$ cat src/rtl/usb_pkg.sv
// Shared USB receive/transmit constants and PID classification.
//   SYNC         : byte that precedes every packet
//   PID_*        : PID group code tables (upper nibble)
//   pid_class_t  : PID group
//   classify()   : group of a full PID byte, INVALID on a bad check nibble
package usb_pkg;
  localparam logic [7:0] SYNC = 8'h80;

  localparam logic [3:0][3:0] PID_TOKEN   = {4'b1101, 4'b0101, 4'b1001, 4'b0001};
  localparam logic [3:0][3:0] PID_DATA    = {4'b1111, 4'b0111, 4'b1011, 4'b0011};
  localparam logic [3:0][3:0] PID_HAND    = {4'b0110, 4'b1110, 4'b1010, 4'b0010};
  localparam logic [2:0][3:0] PID_SPECIAL = {4'b0100, 4'b1000, 4'b1100};

  typedef enum logic [2:0] {TOKEN, DATA, HAND, SPECIAL, INVALID} pid_class_t;

  function automatic pid_class_t classify(input logic [7:0] pid);
    pid_class_t c;
    c = INVALID;
    if (pid[3:0] == ~pid[7:4]) begin
      for (int i = 0; i < 4; i++) begin
        if (pid[7:4] == PID_TOKEN[i]) c = TOKEN;
        if (pid[7:4] == PID_DATA[i])  c = DATA;
        if (pid[7:4] == PID_HAND[i])  c = HAND;
      end
      for (int i = 0; i < 3; i++)
        if (pid[7:4] == PID_SPECIAL[i]) c = SPECIAL;
    end
    return c;
  endfunction
endpackage

$ cat src/rtl/crc_hold_buffer.sv
// Two-entry byte delay line holding the most recent data-packet bytes so
// the trailing two (the CRC) can be steered away from the payload FIFO.
//   clr    : empty the buffer (wins over push/pop)
//   push   : append din
//   pop    : drop the oldest entry (push+pop when full shifts in din)
//   oldest : oldest held byte; newest: most recent held byte
//   occ    : number of held bytes, 0..2
module crc_hold_buffer (
  input  logic       clk,
  input  logic       n_rst,
  input  logic       clr,
  input  logic       push,
  input  logic       pop,
  input  logic [7:0] din,
  output logic [7:0] oldest,
  output logic [7:0] newest,
  output logic [1:0] occ
);
  logic [7:0] b0, b1;

  always_ff @(posedge clk or negedge n_rst) begin
    if (!n_rst) begin
      b0 <= '0; b1 <= '0; occ <= '0;
    end else if (clr) begin
      b0 <= '0; b1 <= '0; occ <= '0;
    end else begin
      case ({push, pop})
        2'b10: begin
          if (occ == 2'd0)      begin b0 <= din; occ <= 2'd1; end
          else if (occ == 2'd1) begin b1 <= din; occ <= 2'd2; end
        end
        2'b01: begin
          if (occ != 2'd0) begin b0 <= b1; occ <= occ - 2'd1; end
        end
        2'b11: begin
          if (occ == 2'd2) begin b0 <= b1; b1 <= din; end
          else begin b0 <= din; occ <= 2'd1; end
        end
        default: ;
      endcase
    end
  end

  assign oldest = b0;
  assign newest = (occ == 2'd2) ? b1 : b0;
endmodule

$ cat src/rtl/rrcu.sv
// USB receive control unit: strips SYNC, classifies the PID and routes
// packet bytes into the PID / non-data / data / data-CRC FIFOs.
//   clk, n_rst         : clock, async active-low reset
//   byte_valid,rx_byte : decoded byte strobe and value
//   eop                : end-of-packet strobe
//   *_full             : FIFO full flags
//   write_data, *_write: registered FIFO write port (one strobe at a time)
//   pkt_done/pkt_error : packet accepted / rejected pulses
//   rx_busy            : not idle
module rrcu
  import usb_pkg::*;
#(
  parameter int MAX_DATA = 64
) (
  input  logic       clk,
  input  logic       n_rst,
  input  logic       byte_valid,
  input  logic [7:0] rx_byte,
  input  logic       eop,
  input  logic       pid_full,
  input  logic       nd_full,
  input  logic       data_full,
  input  logic       dcrc_full,
  output logic [7:0] write_data,
  output logic       pid_write,
  output logic       nd_write,
  output logic       data_write,
  output logic       dcrc_write,
  output logic       pkt_done,
  output logic       pkt_error,
  output logic       rx_busy
);
  localparam int CW = $clog2(MAX_DATA + 1);

  typedef enum logic [3:0] {
    S_IDLE, S_GET_PID, S_GET_ND, S_GET_DATA, S_FLUSH_CRC1,
    S_FLUSH_CRC2, S_WAIT_EOP, S_COMMIT, S_ERROR
  } state_t;

  state_t        state, nxt;
  logic [7:0]    pid_q, pid_d;
  logic [1:0]    nd_left, nd_left_d;
  logic [CW-1:0] count, count_d;
  logic          eop_pend, eop_i;
  logic [7:0]    wd;
  logic          wr_pid, wr_nd, wr_data, wr_dcrc, done_d, err_d;
  logic          hb_clr, hb_push, hb_pop;
  logic [7:0]    hb_old, hb_new;
  logic [1:0]    hb_occ;

  crc_hold_buffer u_hold (
    .clk(clk), .n_rst(n_rst), .clr(hb_clr), .push(hb_push), .pop(hb_pop),
    .din(rx_byte), .oldest(hb_old), .newest(hb_new), .occ(hb_occ)
  );

  // An eop that shares a cycle with a byte is deferred one cycle so the
  // byte is handled first.
  assign eop_i = eop_pend | (eop & ~byte_valid);

  always_comb begin
    nxt = state; pid_d = pid_q; nd_left_d = nd_left; count_d = count;
    wd = '0; wr_pid = 1'b0; wr_nd = 1'b0; wr_data = 1'b0; wr_dcrc = 1'b0;
    done_d = 1'b0; err_d = 1'b0;
    hb_clr = 1'b0; hb_push = 1'b0; hb_pop = 1'b0;
    case (state)
      S_IDLE: if (byte_valid && rx_byte == SYNC) nxt = S_GET_PID;
      S_GET_PID: begin
        if (byte_valid) begin
          pid_d = rx_byte;
          case (classify(rx_byte))
            TOKEN, SPECIAL: begin nxt = S_GET_ND; nd_left_d = 2'd2; end
            DATA:           begin nxt = S_GET_DATA; count_d = '0; hb_clr = 1'b1; end
            HAND:           nxt = S_WAIT_EOP;
            default:        begin nxt = S_ERROR; err_d = 1'b1; end
          endcase
        end else if (eop_i) begin
          nxt = S_IDLE; err_d = 1'b1;
        end
      end
      S_GET_ND: begin
        if (byte_valid) begin
          if (nd_full) begin
            nxt = S_ERROR; err_d = 1'b1;
          end else begin
            wr_nd = 1'b1; wd = rx_byte; nd_left_d = nd_left - 2'd1;
            if (nd_left == 2'd1) nxt = S_WAIT_EOP;
          end
        end else if (eop_i) begin
          nxt = S_IDLE; err_d = 1'b1;
        end
      end
      S_GET_DATA: begin
        if (byte_valid) begin
          if (hb_occ != 2'd2) begin
            hb_push = 1'b1;
          end else if (count == CW'(MAX_DATA) || data_full) begin
            nxt = S_ERROR; err_d = 1'b1;
          end else begin
            wr_data = 1'b1; wd = hb_old; count_d = count + 1'b1;
            hb_push = 1'b1; hb_pop = 1'b1;
          end
        end else if (eop_i) begin
          // eop is consumed here, so every failure returns straight to IDLE
          if (hb_occ == 2'd2 && !dcrc_full) begin
            nxt = S_FLUSH_CRC1; wr_dcrc = 1'b1; wd = hb_old;
          end else begin
            nxt = S_IDLE; err_d = 1'b1;
          end
        end
      end
      S_FLUSH_CRC1: begin
        if (dcrc_full) begin nxt = S_IDLE; err_d = 1'b1; end
        else begin nxt = S_FLUSH_CRC2; wr_dcrc = 1'b1; wd = hb_new; end
      end
      S_FLUSH_CRC2: begin
        if (pid_full) begin nxt = S_IDLE; err_d = 1'b1; end
        else begin nxt = S_COMMIT; wr_pid = 1'b1; wd = pid_q; done_d = 1'b1; end
      end
      S_WAIT_EOP: begin
        if (byte_valid) begin
          nxt = S_ERROR; err_d = 1'b1;
        end else if (eop_i) begin
          if (pid_full) begin nxt = S_IDLE; err_d = 1'b1; end
          else begin nxt = S_COMMIT; wr_pid = 1'b1; wd = pid_q; done_d = 1'b1; end
        end
      end
      S_COMMIT: nxt = S_IDLE;
      S_ERROR:  if (eop_i) nxt = S_IDLE;
      default:  nxt = S_IDLE;
    endcase
  end

  // Outputs are registered alongside the state, so the write/pulse of a
  // state is visible in the cycle that state is occupied.
  always_ff @(posedge clk or negedge n_rst) begin
    if (!n_rst) begin
      state <= S_IDLE; pid_q <= '0; nd_left <= '0; count <= '0; eop_pend <= 1'b0;
      write_data <= '0; pid_write <= 1'b0; nd_write <= 1'b0; data_write <= 1'b0;
      dcrc_write <= 1'b0; pkt_done <= 1'b0; pkt_error <= 1'b0; rx_busy <= 1'b0;
    end else begin
      state <= nxt; pid_q <= pid_d; nd_left <= nd_left_d; count <= count_d;
      eop_pend <= byte_valid & eop;
      write_data <= wd; pid_write <= wr_pid; nd_write <= wr_nd;
      data_write <= wr_data; dcrc_write <= wr_dcrc;
      pkt_done <= done_d; pkt_error <= err_d; rx_busy <= (nxt != S_IDLE);
    end
  end
endmodule

$ cat config.mk
export PLATFORM = sky130hd
export DESIGN_NAME = rrcu
export DESIGN_NICKNAME = d
export VERILOG_FILES = /design/src/rtl/usb_pkg.sv /design/src/rtl/crc_hold_buffer.sv /design/src/rtl/rrcu.sv
export SDC_FILE = /design/constraint.sdc
export NUM_CORES = 1
export LEC_CHECK = 0
export CELL_PAD_IN_SITES_DETAIL_PLACEMENT = 1
export CELL_PAD_IN_SITES_GLOBAL_PLACEMENT = 2
export CORE_ASPECT_RATIO = 0.5
export CORE_MARGIN = 3
export CORE_UTILIZATION = 40
export CTS_CLUSTER_DIAMETER = 150
export DETAILED_ROUTE_END_ITERATION = 10
export HOLD_SLACK_MARGIN = 0.03
export PLACE_DENSITY_LB_ADDON = 0.1
export SLEW_MARGIN = 10
export SYNTH_ARGS = -nofsm -noshare
export SYNTH_HDL_FRONTEND = slang
export SYNTH_SLANG_ARGS = --single-unit
$ cat constraint.sdc
create_clock -name clk -period 6.25 [get_ports clk]
set_input_delay 1.875 -clock clk [delete_from_list [all_inputs] [get_ports clk]]
set_output_delay 1.875 -clock clk [all_outputs]
set_load 0.03 [all_outputs]
==> reports/metrics.cfg, run 1 <==
[route]
num_vias=2426
avgRoutedWirePerCell_um=20.6
via_per_inst=5.86
met3_length_um=451
met1Wirelength_um=4270
drtPass1Iterations=4
top_layer=met4
wl_um=8510
met2_length_um=3790
drtIter0Drc=189
drc=0
detail-route-antenna-nets=0

[critical_path]
slowest_stage=clkdlybuf4s50_1
cp_max_fo=16
slowest_delay_ps=820
path_cells=clkdlybuf4s50_1, or3b_4, nor3_2, a21boi_0, nor4bb_1, nand4b_1
crit_path_start_kind=input port
crit_arrival_ps=4550
end_kind=register
crit_required_ps=6480
worstSetupPathType=in -> reg

[final_layout]
synthToLayoutAreaGrowth_pct=16.4
final_cell_mix=dfrtp_1 (54), clkdlybuf4s50_1 (29), inv_1 (24)
final_common_cell=dfrtp_1
multi_input_area_um2=1540
n_antenna_cell=0
fill_cells=789
post_route_cells_drive_above_1_share=0.127
ff_latch_area_um2=1350
nNetsFinal=343

[die]
fp.dieH_um=68.1
die_area_um2=8860
start_util=0.436
ios=31
core.rowCount=21
die_x_um=130
core_area_um2=7070

[worst_hold_path]
hold_class=reg -> reg

[clock_tree]
ctsHtreeMaxLevel=2
cts.clk_slew.worst_paths_ps=70
cts_buffers=5
clockBufferDepth=2
cts_sinks=54
clock_latency_ps=290
cts_tree=built
cts_resized=0
root_buffer=clkbuf_16
cts_post_setup_buffers_inserted=0
holdBufCountCts=0

[sta]
rsz0062_at_grt=no
max_slew_margin=0.201
setup_ws_ps=1920
worstMarginPinSlew_ps=1190
fin_crit_sh=0.692
skew_ps=2.76
finalSetupViolCount=0
hold_viol_final=0
max_freq_ghz=0.231
drv_slew=0
post-route-min-period_ps=4330
tns_ps=0

[placement]
routabilityCongestion=0.837
place_ws_ps=1600
hpwlAfterDp_um=5940
port_buffers=30

[global_routing]
grt_start_max_net_pins=55
grt_pass1_wl_um=13600
antenna_found_initial=0
overflow=0
track_usage=0.204
grt_pass1_vias=2518

[pwr]
power_frac_comb=0.156
seq_power_share=0.475
peakVddDrop_uv=120
sw_frac_of_total=0.266
p_leak_nw=1.63
clkPwrFrac=0.369
power_density_nw_per_um2=252
p_int_w=0.000664
switchingPower_w=0.000241

[logic_synthesis]
syn_nets=321
synthTopCellsByArea=dfrtp_1 (44%), mux2i_1 (4.5%), mux2_2 (3.3%)
ys_ff_latch=54
yosys.cell_types.count=65
syn_area_per_cell_um2=10.3
synthArstFlopShare=1.00
synth_top_area_cell=dfrtp_1
ys_warn_count=0
synth_edf_count=0
syn_area_um2=3080
yosys_most_used_dff=dfrtp_1
synth_cells=299
seq_area_frac_synth=0.438
yosysTopAreaCellShare=0.438

[status]
status=finished, final reports clean

[flow_run]
maxCapViolations=0

==> flip-flops by register name (all words and copies together), names as in the netlist, 2 cells and up <==
| name | count |
|---|---|
| count | 7 |
| nd_left | 2 |
| pid_q | 8 |
| u_hold.b1 | 8 |
| write_data | 8 |
| state | 4 |
| u_hold.oldest | 8 |
| u_hold.occ | 2 |
==> cell type report <==
type,count,share of cell area
Tap cell,92,0.0321
Sequential cell,54,0.376
Timing Repair Buffer,32,0.0864
Clock buffer,6,0.0387
Multi-Input combinational cell,203,0.428
Clock inverter,2,0.0108
Inverter,25,0.0282
==> cells in the mapped netlist (all sizes together) (3+ instances only) <==
cell type   n
nand3       4
a31oi      10
xor2        9
a22o        9
mux2i      14
nor3        8
inv        25
nor2b       4
clkbuf      4
a221o       8
ha          6
dfrtp      54
or3         3
mux2       11
nand2      16
nor4        5
buf        13
nand4       6
a21oi      15
nand2b      5
nor2       27
o21ai       6
==> cell families after synthesis <==
family                     share of synthesized area
AOI/OAI and AO/OA                              0.174
muxes                                         0.0880
adders and majority gates                     0.0243
buffers and inverters                         0.0661
DFF                                            0.438
and+or+nand+nor                                0.184
xor gates and xnor gates                      0.0256
==> routing by layer <==
| metal | up-vias | GRT usage |
|---|---|---|
| li1 | 1129 | - |
| met1 | 1239 | 0.294 |
| met2 | 56 | 0.323 |
| met3 | 2 | 0.0429 |
| met4 | 0 | 0.0311 |
| met5 | - | 0 |
==> critical path, delay by kind of cell <==
| family | cells | cell delay, ps |
|---|---|---|
| AO/OA/AOI/OAI | 1 | 240 |
| buffers and inverters | 1 | 820 |
| AND/OR/NAND/NOR | 4 | 1600 |
==> power by group through the flow <==
stage,Combinational (W),Sequential (W),Clock (W)
6_report,0.000141,0.000430,0.000335
3_5_place_dp,0.000142,0.000436,0
3_3_place_gp,0.000136,0.000432,0
2_1_floorplan,0.0000953,0.000428,0
5_1_grt,0.000155,0.000436,0.000361
4_1_cts,0.000143,0.000430,0.000344
==> through the flow <==
stage	total power [W]	hold WS, ps	cell area (µm²)	instances	utilization
after floorplan	0.000523	447	3080	299	-
after global placement	0.000568	471	3410	406	0.483
after detailed placement	0.000578	484	3410	406	0.483
after CTS	0.000917	501	3590	414	0.508
after global routing	0.000952	529	3590	414	0.508
final	0.000905	511	3590	414	0.508
==> final timing paths <==
path | startpoint | end | slack (ps) | cells after the start
max | byte_valid | rx_busy | 1920 | 6
min | u_hold.oldest[5] | write_data[5] | 510 | 1
max reg2reg | u_hold.occ[0] | u_hold.b1[1] | 3430 | 8
min reg2reg | u_hold.oldest[5] | write_data[5] | 510 | 1
max in group asynchronous | n_rst | dcrc_write | 4080 | 2
min in group asynchronous | n_rst | count[0] | 1700 | 2
Power figures use the tool's default switching activity.
==> run 2: changes to the inputs <==
--- a/config.mk
+++ b/config.mk
@@ -9,7 +9,7 @@
 export CELL_PAD_IN_SITES_GLOBAL_PLACEMENT = 2
 export CORE_ASPECT_RATIO = 0.5
 export CORE_MARGIN = 3
-export CORE_UTILIZATION = 40
+export CORE_UTILIZATION = 37
 export CTS_CLUSTER_DIAMETER = 150
 export DETAILED_ROUTE_END_ITERATION = 10
 export HOLD_SLACK_MARGIN = 0.03
==> constraint.sdc (replaced) <==
create_clock -name clk -period 4.1 [get_ports clk]
set_input_delay 1.23 -clock clk [delete_from_list [all_inputs] [get_ports clk]]
set_output_delay 1.23 -clock clk [all_outputs]
set_load 0.03 [all_outputs]
==> run 2 against run 1 <==
  * Register-to-register slack got worse by 2100 ps
  * Total power rose by 43%
  * Die area rose by 7.6%
  * Setup slack got worse by 940 ps
  * Clock skew rose by 3.8 ps
  * Via count barely moved
  * Critical endpoint is now u_hold.oldest[0]
==> reports/metrics.cfg, run 2 (synthesis gave the netlist of run 1 again) <==
[pwr]
power_density_nw_per_um2=360
power_w=0.00129
peakVddDrop_uv=153
p_leak_nw=1.63

[sta]
drv_slew=0
fin_crit_sh=0.760
tns_ps=0
whs_ps=503
skew_ps=6.58
post-route-min-period_ps=3110
rsz0062_at_grt=no
max_slew_margin=0.480
max_freq_ghz=0.321
hold_viol_final=0
finalSetupViolCount=0
worstMarginPinSlew_ps=780

[die]
core_area_um2=7710
ios=31
die_x_um=135
start_util=0.400
fp.dieH_um=70.6
die_area_um2=9530
core.rowCount=22

[critical_path]
cp_num_buf_inv=1
crit_required_ps=4290
slowest_stage=clkdlybuf4s50_1
worstSetupPathType=in -> reg
crit_path_start_kind=input port
cp_max_fo=10
crit_arrival_ps=3300
end_kind=register
cp_num_cells=6
slowest_delay_ps=620
reg2reg_depth=8
critical-path-top-delay-family=buffers and inverters
path_cells=clkdlybuf4s50_1, xor2_1, nand4_1, nor2_1, o31ai_4, mux2_4

[final_layout]
n_antenna_cell=0
finalCoreUtilization=0.467
fin_area_um2=3600
nNetsFinal=347
final_common_cell=dfrtp_1
post_route_cells_drive_above_1_share=0.132
final_cell_mix=dfrtp_1 (54), clkdlybuf4s50_1 (29), inv_1 (24)
synthToLayoutAreaGrowth_pct=16.6

[global_routing]
overflow=0
grtUsageMet1=0.281
track_usage=0.183
met3_usage=0.0376
grtUsageMet2=0.274
grt_pass1_vias=2484
top_usage_layer=met1
grt_pass1_wl_um=13700
antenna_found_initial=0
grt_start_max_net_pins=33

[placement]
dpl_cell_area_um2=3460
port_buffers=30
routabilityCongestion=0.788
hpwlAfterDp_um=6080

[route]
detail-route-antenna-nets=0
num_vias=2425
drtIter0Drc=159
avgRoutedWirePerCell_um=19.3
wl_um=8360
drc=0
drtPass1Iterations=4
via_per_inst=5.60

[clock_tree]
cts_sinks=54
cts_tree=built
root_buffer=clkbuf_16
cts.clk_slew.worst_paths_ps=70
holdBufCountCts=0
cts_post_setup_buffers_inserted=0
clockBufferDepth=2
cts_resized=0
cts_buffers=5
clock_latency_ps=300
ctsHtreeMaxLevel=2

[worst_hold_path]
hold_path_depth=1
hold_class=reg -> reg

[flow_run]
maxCapViolations=0

[status]
status=finished, final reports clean

-- run 2: path summary, 6_finish.rpt --
check	start	endpoint	slack, ps
hold reg to reg	pid_q[7]	write_data[7]	500
min in group asynchronous	n_rst	count[1]	1000
max in group asynchronous	n_rst	rx_busy	2310
hold / removal	pid_q[7]	write_data[7]	500
setup reg to reg	u_hold.occ[0]	u_hold.b1[0]	1310
setup / recovery	rx_byte[4]	u_hold.oldest[0]	990
-- run 2: power by group --
part,internal (W),switching (W)
Sequential,0.000602,0.0000504
Combinational,0.000103,0.000114
Clock,0.000225,0.000199
Total,0.000930,0.000363
-- run 2: area by class of cell --
cell class | count | area (µm²)
Clock buffer | 5 | 125
Clock inverter | 2 | 13.8
Fill cell | 852 | 4110
Inverter | 25 | 101
Multi-Input combinational cell | 203 | 1530
Sequential cell | 54 | 1350
Tap cell | 108 | 135
Timing Repair Buffer | 36 | 340
-- run 2: worst register-to-register path, cell delays in order (launching register included) --
cell and delay, ps:
dfrtp_1 410, inv_1 90, ha_1 670, nand2_1 210, a2111o_4 590, inv_8 160, a21oi_4 90, nand2_1 130
mux2_2 340
-- run 2: metal layers --
metal | part of all wire | up-vias
li1 | - | 1137
met5 | 0 | -
met2 | 0.44 | 39
met3 | 0.043 | 5
met4 | 0.0055 | 0
met1 | 0.52 | 1244
-- run 2: metrics by stage --
step / worst slack (ps) / instances
6_report: 985 / 433
4_1_cts: 969 / 433
3_3_place_gp: 694 / 426
5_1_grt: 838 / 433
2_1_floorplan: 1340 / 299
3_5_place_dp: 665 / 426
